[src/rtl/shuffle_pkg.sv]
// shuffle_pkg: shared state encoding and timing constants for the shuffle controller.
// Honours SHUFFLE_READ_WAIT_EN (one extra wait cycle after READ).
package shuffle_pkg;

    typedef enum logic [3:0] {
        S_IDLE,
        S_READ,
        S_READ_WAIT,
        S_SUM,
        S_SWAP,
        S_WR_SI,
        S_ADDR_SJ,
        S_WR_SJ,
        S_INC,
        S_DONE
    } state_e;

    localparam int ITER_COUNT_DEF = 256;

`ifdef SHUFFLE_READ_WAIT_EN
    localparam int CYCLES_PER_ITER = 8;
`else
    localparam int CYCLES_PER_ITER = 7;
`endif

endpackage

[src/rtl/shuffle_ctrl_fsm.sv]
// shuffle_ctrl_fsm: sequences ITER_COUNT shuffle iterations, one control flag per cycle.
// Define SHUFFLE_READ_WAIT_EN to insert a READ_WAIT cycle for one-cycle-latency memory.
module shuffle_ctrl_fsm
    import shuffle_pkg::*;
#(
    parameter int ITER_COUNT = ITER_COUNT_DEF,
    localparam int IW = (ITER_COUNT > 1) ? $clog2(ITER_COUNT) : 1
) (
    input  logic          clk,
    input  logic          reset,
    input  logic          start,
    output logic          busy,
    output logic          done,
    output logic [IW-1:0] iter_idx,
    output logic          read_s,
    output logic          read_key,
    output logic          sum_en,
    output logic          swap_en,
    output logic          wr_en_si,
    output logic          addr_to_sj,
    output logic          wr_en_sj,
    output logic          inc_en
);

    state_e        state_q, state_d;
    logic [IW-1:0] idx_q, idx_d;

    always_ff @(posedge clk or posedge reset) begin
        if (reset) begin
            state_q <= S_IDLE;
            idx_q   <= '0;
        end else begin
            state_q <= state_d;
            idx_q   <= idx_d;
        end
    end

    always_comb begin
        state_d = state_q;
        idx_d   = idx_q;
        case (state_q)
            S_IDLE:      state_d = start ? S_READ : S_IDLE;
`ifdef SHUFFLE_READ_WAIT_EN
            S_READ:      state_d = S_READ_WAIT;
`else
            S_READ:      state_d = S_SUM;
`endif
            S_READ_WAIT: state_d = S_SUM;
            S_SUM:       state_d = S_SWAP;
            S_SWAP:      state_d = S_WR_SI;
            S_WR_SI:     state_d = S_ADDR_SJ;
            S_ADDR_SJ:   state_d = S_WR_SJ;
            S_WR_SJ:     state_d = S_INC;
            S_INC: begin
                // last iteration clears the index so the next pass starts at 0
                if (idx_q == IW'(ITER_COUNT - 1)) begin
                    state_d = S_DONE;
                    idx_d   = '0;
                end else begin
                    state_d = S_READ;
                    idx_d   = idx_q + 1'b1;
                end
            end
            S_DONE:      state_d = S_IDLE;
            default:     state_d = S_IDLE;
        endcase
    end

    assign iter_idx   = idx_q;
    assign busy       = (state_q != S_IDLE) && (state_q != S_DONE);
    assign done       = (state_q == S_DONE);
    assign read_s     = (state_q == S_READ);
    assign read_key   = (state_q == S_READ);
    assign sum_en     = (state_q == S_SUM);
    assign swap_en    = (state_q == S_SWAP);
    assign wr_en_si   = (state_q == S_WR_SI);
    assign addr_to_sj = (state_q == S_ADDR_SJ);
    assign wr_en_sj   = (state_q == S_WR_SJ);
    assign inc_en     = (state_q == S_INC);

endmodule

[config.mk]
export PLATFORM = sky130hd
export DESIGN_NAME = shuffle_ctrl_fsm
export DESIGN_NICKNAME = d
export VERILOG_FILES = /design/src/rtl/shuffle_pkg.sv /design/src/rtl/shuffle_ctrl_fsm.sv
export SDC_FILE = /design/constraint.sdc
export NUM_CORES = 1
export LEC_CHECK = 0
export ABC_CLOCK_PERIOD_IN_PS = 1880
export CAP_MARGIN = 20
export CORE_MARGIN = 1
export CORE_UTILIZATION = 30
export DETAILED_ROUTE_END_ITERATION = 8
export PLACE_DENSITY = 0.58
export SYNTH_ARGS = -nofsm -noshare
export SYNTH_HDL_FRONTEND = slang
export SYNTH_SLANG_ARGS = --single-unit
[constraint.sdc]
create_clock -name clk -period 1.88 [get_ports clk]
set_clock_uncertainty 0.1 [all_clocks]
set_input_delay 0.282 -clock clk [delete_from_list [all_inputs] [get_ports clk]]
set_output_delay 0.282 -clock clk [all_outputs]
set_load 0.02 [all_outputs]
==> run metrics, run 1 <==
Iter 0 DRT Violations 9; Avg WL per Cell 11.3 um; Sw Share 41.7%; vias in the first global route 592; Final #Nets 114; layout cells sized above 1 29.4%; number of synthesized register bits 12; pin count of the biggest net entering global routing 13; RSZ-0062 raised after global routing yes; global-route wire length before repair 2500 um; synthesized netlist cell count 77; P_int 789 uW; Synth top area share 43.8%; residual DRC count 0; Yosys top cell by area dfrtp_1; period utilization 98.4%; # diodes 0; Max Cap Viol 0; DRT antenna net count 0; Syn. warnings 0; initial antenna violation count 0; post-synth cell types 27; dpl hpwl 1140 um; TritonRoute pass-1 iters 4; Finished Cell Area 1000 sq um; relative slew slack 69.3%; Initial Utilization 33.3%; # setup viols final 0; final wirelength 1530 um; worst-margin pin slew 0.460 ns; CTS tree yes; sequential share of power 29.2%; num rows 16; IO Pins 21; final hold viol count 0; most frequent cells in the layout dfrtp_1, buf_4, clkdlybuf4s50_1; Hold WC Path Type input pin to asynchronous set/reset pin; crit end category flip-flop; Avg Vias per Cell 4.77; global route overflow 0; Routability Congestion 0.739; worst-skew pair later-pin latency 0.27 ns; syn_nets 81; final core utilization 48.6%; Core Region 2060 sq um; Peak Freq 540 MHz; CP Max Fanout 7; Comb power frac 55.7%; Critical Path AT 1.95 ns; Req. time, crit path 1.98 ns; Worst setup SP type flip-flop; total negative slack 0 ns; PortBufs 20; total global routing track utilization 13.6%; chip height 49.8 um; VDD IR max 0.000782 V; Die X 49.8 um; NetSw 563 uW; Final Max Tran Viols 0; post-place setup slack -0.0861 ns; synthesized cell area 686 sq um; Sink Count 12; Pleak 0.448 nW; Setup WS post-layout 0.0293 ns; placed cell area 963 sq um; Num CTS Buffers 3; root buf cell clkbuf_4; syn_area_per_cell 8.90 sq um; Synth area leaders dfrtp_1, nand2b_1, nand2_1, nor3_1, xor2_1; outcome complete, no violations; Clock transition at path regs 0.08 ns; die area 2480 sq um; P&R area growth vs syn 46.2%; via count 649; critical path type flip-flop to flip-flop; clk buf depth 2; register area share after synthesis 43.8%; Clock power frac 15.1%; Power per Cell Area 1350 nW/um^2; fin crit period 1.85 ns; CTS hold repair buffers 0; H-tree levels 1
[path summary, 6_finish.rpt]
path	start	to	slack (ns)	cells after the start
max	state_q[2]	iter_idx[7]	0.03	4
min in group clk	iter_idx[7]	iter_idx[7]	0.40	1
min reg2reg	iter_idx[7]	iter_idx[7]	0.40	1
max in group asynchronous	reset	state_q[0]	1.15	2
max reg2reg	state_q[2]	iter_idx[7]	0.03	4
min	reset	iter_idx[4]	0.22	2
[state kept, by name, summed over array words and instances (netlist names)]
signal	cells
state_q	4
iter_idx	8
[repair_timing]
action,CTS,global route
gates resized for setup,32,13
setup endpoints to repair,12,8
cloned,0,0
pin swaps,1,5
setup buffers,0,2
[cell type report]
cell class	instances	area, sq um
Clock buffer	4	36.3
Fill cell	205	1060
Inverter	3	11.3
Multi-Input combinational cell	58	360
Sequential cell	12	300
Tap cell	27	33.8
Timing Repair Buffer	32	260
[metrics by stage]
step | std cells | total power, mW | hold WS, ns
after detailed placement | 130 | 1.19 | 0.400
after global routing | 136 | 1.44 | 0.249
after floorplan | 77 | 0.848 | 0.0467
after global placement | 130 | 1.19 | 0.402
final | 136 | 1.35 | 0.219
after CTS | 134 | 1.35 | 0.236
[critical path, cell delays in order (launching register included)]
cell,delay (ns)
dfrtp_1,0.39
or4b_4,0.56
buf_8,0.15
or4_1,0.46
o21ai_1,0.13
[power by group through the flow]
stage               Clock (mW)  Sequential (mW)  Combinational [mW]
finish                   0.205            0.394               0.753
detailed placement           0            0.398               0.794
global route             0.222            0.402               0.821
CTS                      0.211            0.393               0.749
floorplan                    0            0.431               0.418
global placement             0            0.395               0.791
[cells in the mapped netlist]
cell type   n
xnor2_1     2
a21oi_1     2
a211oi_1    1
nand4_1     1
or4b_4      1
nor2_1      6
o41ai_1     1
o21ai_1     1
nand2_1     9
nor4_1      1
inv_1       3
xor2_1      3
nor3_1      6
o21ai_0     5
buf_2       1
or2_2       2
nand3_1     3
o31a_1      1
o21a_1      1
ha_1        1
buf_6       1
nor3b_1     1
buf_4       2
or4_1       2
nand2b_1    7
dfrtp_1    12
o211ai_1    1
[routing by layer]
metal | vias up | global-route usage [%] | part of all wire (%)
met4 | 0 | 2.86 | 0.65
met3 | 2 | 5.56 | 3.9
li1 | 329 | - | -
met1 | 308 | 17.9 | 50
met5 | - | 0 | 0
met2 | 10 | 20.7 | 46
[logic make-up after synthesis]
logic type,synth area share (%)
fa+ha+maj,1.82
xor+xnor,6.39
flops,43.8
simple gates,30.1
compound gates,11.7
buf+inv,6.20
No activity file was read; power rests on OpenSTA's default activity.
==> run 2, diff against run 1 <==
--- a/constraint.sdc
+++ b/constraint.sdc
@@ -3,3 +3,3 @@
 set_input_delay 0.282 -clock clk [delete_from_list [all_inputs] [get_ports clk]]
 set_output_delay 0.282 -clock clk [all_outputs]
-set_load 0.02 [all_outputs]
+set_load 0.005 [all_outputs]
==> run metrics, run 2 (same netlist as run 1, synthesis figures left out) <==
outcome finished, violations left (was complete, no violations); failing checks negative setup slack; chip height 49.8 um (unchanged); Max Cap Viol 0 (unchanged); Critical path buffers and inverters 1 (unchanged); vias in the first global route 601 (was 592); placed cell area 941 sq um (was 963 sq um); PortBufs 20 (unchanged); Iter 0 DRT Violations 16 (was 9); Setup WS post-layout -0.0121 ns (was 0.0293 ns); Pleak 0.466 nW (was 0.448 nW); die area 2480 sq um (unchanged); most frequent cells in the layout dfrtp_1, clkdlybuf4s50_1, nand2_1 (was dfrtp_1, buf_4, clkdlybuf4s50_1); TritonRoute pass-1 iters 4 (unchanged); Power per Cell Area 1220 nW/um^2 (was 1350 nW/um^2); Crit-path slowest cell or4_1 (was or4b_4); root buf cell clkbuf_4 (unchanged); Critical Path AT 2.00 ns (was 1.95 ns); Finished Cell Area 1010 sq um (was 1000 sq um); Avg WL per Cell 12.4 um (was 11.3 um); pin count of the biggest net entering global routing 13 (unchanged); fin crit period 1.89 ns (was 1.85 ns); crit end category flip-flop (unchanged); global-route wire length before repair 2730 um (was 2500 um); via count 633 (was 649); residual DRC count 0 (unchanged); H-tree levels 1 (unchanged); CP Max Fanout 6 (was 7); IO Pins 21 (unchanged); Peak Freq 529 MHz (was 540 MHz); period utilization 101% (was 98.4%); dpl hpwl 1170 um (was 1140 um); num rows 16 (unchanged); Num CTS Buffers 3 (unchanged); final core utilization 48.8% (was 48.6%); Largest register FFs 8 (unchanged); final hold viol count 0 (unchanged); Worst setup SP type flip-flop (unchanged); relative slew slack 68.7% (was 69.3%); # setup viols final 2 (was 0); layout cells sized above 1 22.1% (was 29.4%); # diodes 0 (unchanged); CP cell instances or4b_4 > buf_4 > or4_1 > o21ai_1 (was or4b_4 > buf_8 > or4_1 > o21ai_1); Hold WC Path Type input pin to asynchronous set/reset pin (unchanged); CTS tree yes (unchanged); worst-skew pair later-pin latency 0.28 ns (was 0.27 ns); fill cell count 199 (was 205); CTS hold repair buffers 0 (unchanged); total global routing track utilization 15.3% (was 13.6%); DRT antenna net count 0 (unchanged); crit-path max cell delay 0.52 ns (was 0.56 ns); Final #Nets 110 (was 114); RSZ-0062 raised after global routing yes (unchanged); final wirelength 1620 um (was 1530 um); Routability Congestion 0.805 (was 0.739); Initial Utilization 33.3% (unchanged); Die X 49.8 um (unchanged); post-place setup slack 0.00115 ns (was -0.0861 ns); Final Max Tran Viols 0 (unchanged); clk buf depth 2 (unchanged); worst-margin pin slew 0.469 ns (was 0.460 ns); commonest non-fill, non-tap cell in the layout dfrtp_1; initial antenna violation count 0 (unchanged); P&R area growth vs syn 46.9% (was 46.2%); critical path type flip-flop to flip-flop (unchanged); Multi-input gate area 387 sq um (was 360 sq um); area occupied by registers 300 sq um (unchanged); Avg Vias per Cell 4.83 (was 4.77); VDD IR max 0.000737 V (was 0.000782 V); Req. time, crit path 1.99 ns (was 1.98 ns); Sink Count 12 (unchanged); Core Region 2060 sq um (unchanged); Clock transition at path regs 0.07 ns (was 0.08 ns); global route overflow 0 (unchanged); family with the most delay on the worst path simple AND/OR/NAND/NOR gates (unchanged)
## run 2: cell count changes in the layout (fill, tap and decap cells not counted), sizes merged
cell          delta
clkbuf           -1
buf             -10
dlygate4sd2      +4
dlymetal6s2s     +2
## run 2: where the power goes
| group | total [mW] | internal [mW] | switching, mW |
|---|---|---|---|
| clock | 0.155 | 0.0743 | 0.0812 |
| combinational | 0.673 | 0.365 | 0.308 |
| sequential | 0.405 | 0.326 | 0.0784 |
| total | 1.23 | 0.765 | 0.468 |
## run 2: final cells by class
class / count / share of cell area [%]
sequential: 12 / 29.8
multi-input combinational: 58 / 38.4
clock buffer: 3 / 2.24
timing repair buffer: 28 / 25.1
inverter: 3 / 1.12
tap: 27 / 3.35
## run 2: final timing paths
kind	startpoint	to	slack (ns)	cells after the start
max in group asynchronous	reset	iter_idx[0]	1.13	2
worst max-delay path	state_q[0]	iter_idx[7]	-0.01	4
worst min register to register	state_q[3]	state_q[1]	0.41	1
worst max register to register	state_q[0]	iter_idx[7]	-0.01	4
min in group clk	state_q[3]	state_q[1]	0.41	1
worst min-delay path	reset	state_q[0]	0.22	2
## run 2: per-stage QoR
step                TNS (ns)  hold WS [ns]  power (mW)  std cells
CTS                  -0.0313         0.234        1.22        131
floorplan                  0        0.0467       0.728         77
global route          -0.198         0.260        1.34        131
global placement           0         0.382        1.02        127
detailed placement         0         0.390        1.02        127
finish               -0.0182         0.220        1.23        131
## run 2: timing repair
action                     in CTS  in global routing
pin swaps                       0                  1
cloned                          0                  0
resized for setup              16                 10
buffers inserted                1                  0
setup endpoints to repair      11                 10
## run 2: metal layers
layer  track usage, %  routed length (um)
met2             20.7                 707
met1             20.4                 794
met3             4.94                  79
met4             10.0                  42
met5                0                   0
==> run 3, diff against run 2 <==
CORE_ASPECT_RATIO = 0.6   (was default)
==> run metrics, run 3 (same netlist as run 1, synthesis figures left out) <==
Die X 63.7 um (was 49.8 um); Core Region 2000 sq um (was 2060 sq um); Avg WL per Cell 12.5 um (was 12.4 um); dpl hpwl 1250 um (was 1170 um); layout cells sized above 1 19.4% (was 22.1%); via count 631 (was 633); Clock transition at path regs 0.05 ns (was 0.07 ns); crit end category flip-flop (unchanged); total negative slack 0 ns (was -0.0182 ns); Routability Congestion 0.808 (was 0.805); most frequent cells in the layout dfrtp_1, clkdlybuf4s50_1, dlygate4sd2_1 (was dfrtp_1, clkdlybuf4s50_1, nand2_1); Num CTS Buffers 3 (unchanged); global-route wire length before repair 2770 um (was 2730 um); Max Cap Viol 0 (unchanged); Initial Utilization 34.3% (was 33.3%); IO Pins 21 (unchanged); relative slew slack 69.1% (was 68.7%); clk buf depth 2 (unchanged); # setup viols final 0 (was 2); pin count of the biggest net entering global routing 13 (unchanged); worst-skew pair later-pin latency 0.24 ns (was 0.28 ns); P&R area growth vs syn 48.2% (was 46.9%); Critical Path AT 1.95 ns (was 2.00 ns); fin crit period 1.87 ns (was 1.89 ns); chip height 39.0 um (was 49.8 um); H-tree levels 1 (unchanged); Comb power frac 50.2% (was 54.6%); Worst R2R Setup Slack 0.007 ns (was -0.01 ns); Iter 0 DRT Violations 27 (was 16); # diodes 0 (unchanged); Avg Vias per Cell 4.82 (was 4.83); P_int 815 uW (was 765 uW); Largest register FFs 8 (unchanged); Reg2Reg Depth 4 (unchanged); num rows 12 (was 16); period utilization 99.6% (was 101%); Final Max Tran Viols 0 (unchanged); Sw Share 35.5% (was 37.9%); sequential share of power 31.3% (was 32.8%); VDD IR max 0.000443 V (was 0.000737 V); initial antenna violation count 0 (unchanged); Pleak 0.457 nW (was 0.466 nW); total global routing track utilization 15.5% (was 15.3%); fill cell count 185 (was 199); DRT antenna net count 0 (unchanged); Sink Count 12 (unchanged); outcome complete, no violations (was finished, violations left); worst setup path endpoint iter_idx[7] (unchanged); CP Max Fanout 5 (was 6); PortBufs 20 (unchanged); Final #Nets 109 (was 110); FF-to-FF End iter_idx[7] (unchanged); final wirelength 1640 um (was 1620 um); TritonRoute pass-1 iters 4 (unchanged); Worst setup SP type flip-flop (unchanged); residual DRC count 0 (unchanged); root buf cell clkbuf_8 (was clkbuf_4); Clock power frac 18.5% (was 12.6%); Hold WC Path Type input pin to asynchronous set/reset pin (unchanged); Layout Cells excl Fill 131 (unchanged); worst-margin pin slew 0.463 ns (was 0.469 ns); placed cell count 128 (was 127); global route overflow 0 (unchanged); CTS tree yes (unchanged); Power per Cell Area 1240 nW/um^2 (was 1220 nW/um^2); FF-to-FF Start state_q[2] (was state_q[0]); RSZ-0062 raised after global routing yes (unchanged); final hold viol count 0 (unchanged); Peak Freq 534 MHz (was 529 MHz); commonest non-fill, non-tap cell in the layout dfrtp_1 (unchanged); NetSw 449 uW (was 468 uW); Req. time, crit path 1.95 ns (was 1.99 ns); critical path type flip-flop to flip-flop (unchanged); die area 2490 sq um (was 2480 sq um); CP startpoint state_q[2] (was state_q[0]); vias in the first global route 582 (was 601)
-- run 3: cell count changes in the layout (fill, tap and decap cells not counted), moves of 2 or more --
cell	before	now
dlymetal6s2s_1	2	0
clkbuf_4	3	0
clkbuf_2	2	0
clkbuf_8	0	3
dlygate4sd2_1	5	10
buf_4	7	5
-- run 3: through the flow --
step | instance area, sq um | util, % | hold WS, ns | setup slack [ns] | power (mW)
6_report | 1020 | 50.9 | 0.249 | 0.00736 | 1.26
5_1_grt | 1020 | 50.9 | 0.311 | -0.0321 | 1.37
4_1_cts | 1000 | 50.3 | 0.275 | 0.00275 | 1.27
3_5_place_dp | 942 | 47.2 | 0.341 | -0.00435 | 1.02
3_3_place_gp | 942 | 47.2 | 0.347 | 0.0117 | 1.01
2_1_floorplan | 686 | - | 0.0467 | 0.0928 | 0.728
-- run 3: power by group through the flow --
stage          clock network (mW)  registers (mW)  logic [mW]
2_1_floorplan                   0           0.400       0.328
4_1_cts                     0.236           0.396       0.637
3_3_place_gp                    0           0.395       0.615
3_5_place_dp                    0           0.397       0.622
5_1_grt                     0.254           0.411       0.705
6_report                    0.234           0.396       0.634
-- run 3: what timing repair did --
| action | CTS | global route |
|---|---|---|
| setup buffers | 0 | 0 |
| pin swaps | 2 | 2 |
| hold buffers | 0 | 0 |
| gates resized for setup | 17 | 3 |
| setup endpoints to repair | 11 | 5 |
-- run 3: how the worst min path moves through the flow --
stage                  endpoint  cells after the start  startpoint
detailed placement   state_q[2]                      1  state_q[3]
CTS                 iter_idx[1]                      2       reset
global route        iter_idx[7]                      2       reset
finish              iter_idx[7]                      2       reset
global placement     state_q[2]                      1  state_q[3]
floorplan           iter_idx[0]                      1       reset
-- run 3: area by class of cell --
class / instances / area, sq um / area share [%]
clock buffer: 3 / 41.3 / 4.06
inverter: 3 / 11.3 / 1.11
multi-input combinational: 58 / 380 / 37.4
sequential: 12 / 300 / 29.6
tap: 28 / 35.0 / 3.45
timing repair buffer: 27 / 248 / 24.4
-- run 3: per-layer routing --
layer  vias up  wire length [um]  global-route usage [%]
li1        323                 -                       -
met1       292               870                    21.3
met2        14               670                    22.6
met3         2                77                    5.29
met4         0                17                    5.11
met5         -                 0                       0
-- run 3: critical path, cell delays in order, from the launching register on --
cell     delay (ns)
dfrtp_1        0.37
or4b_4         0.55
buf_6          0.14
or4_4          0.53
o21ai_2        0.12
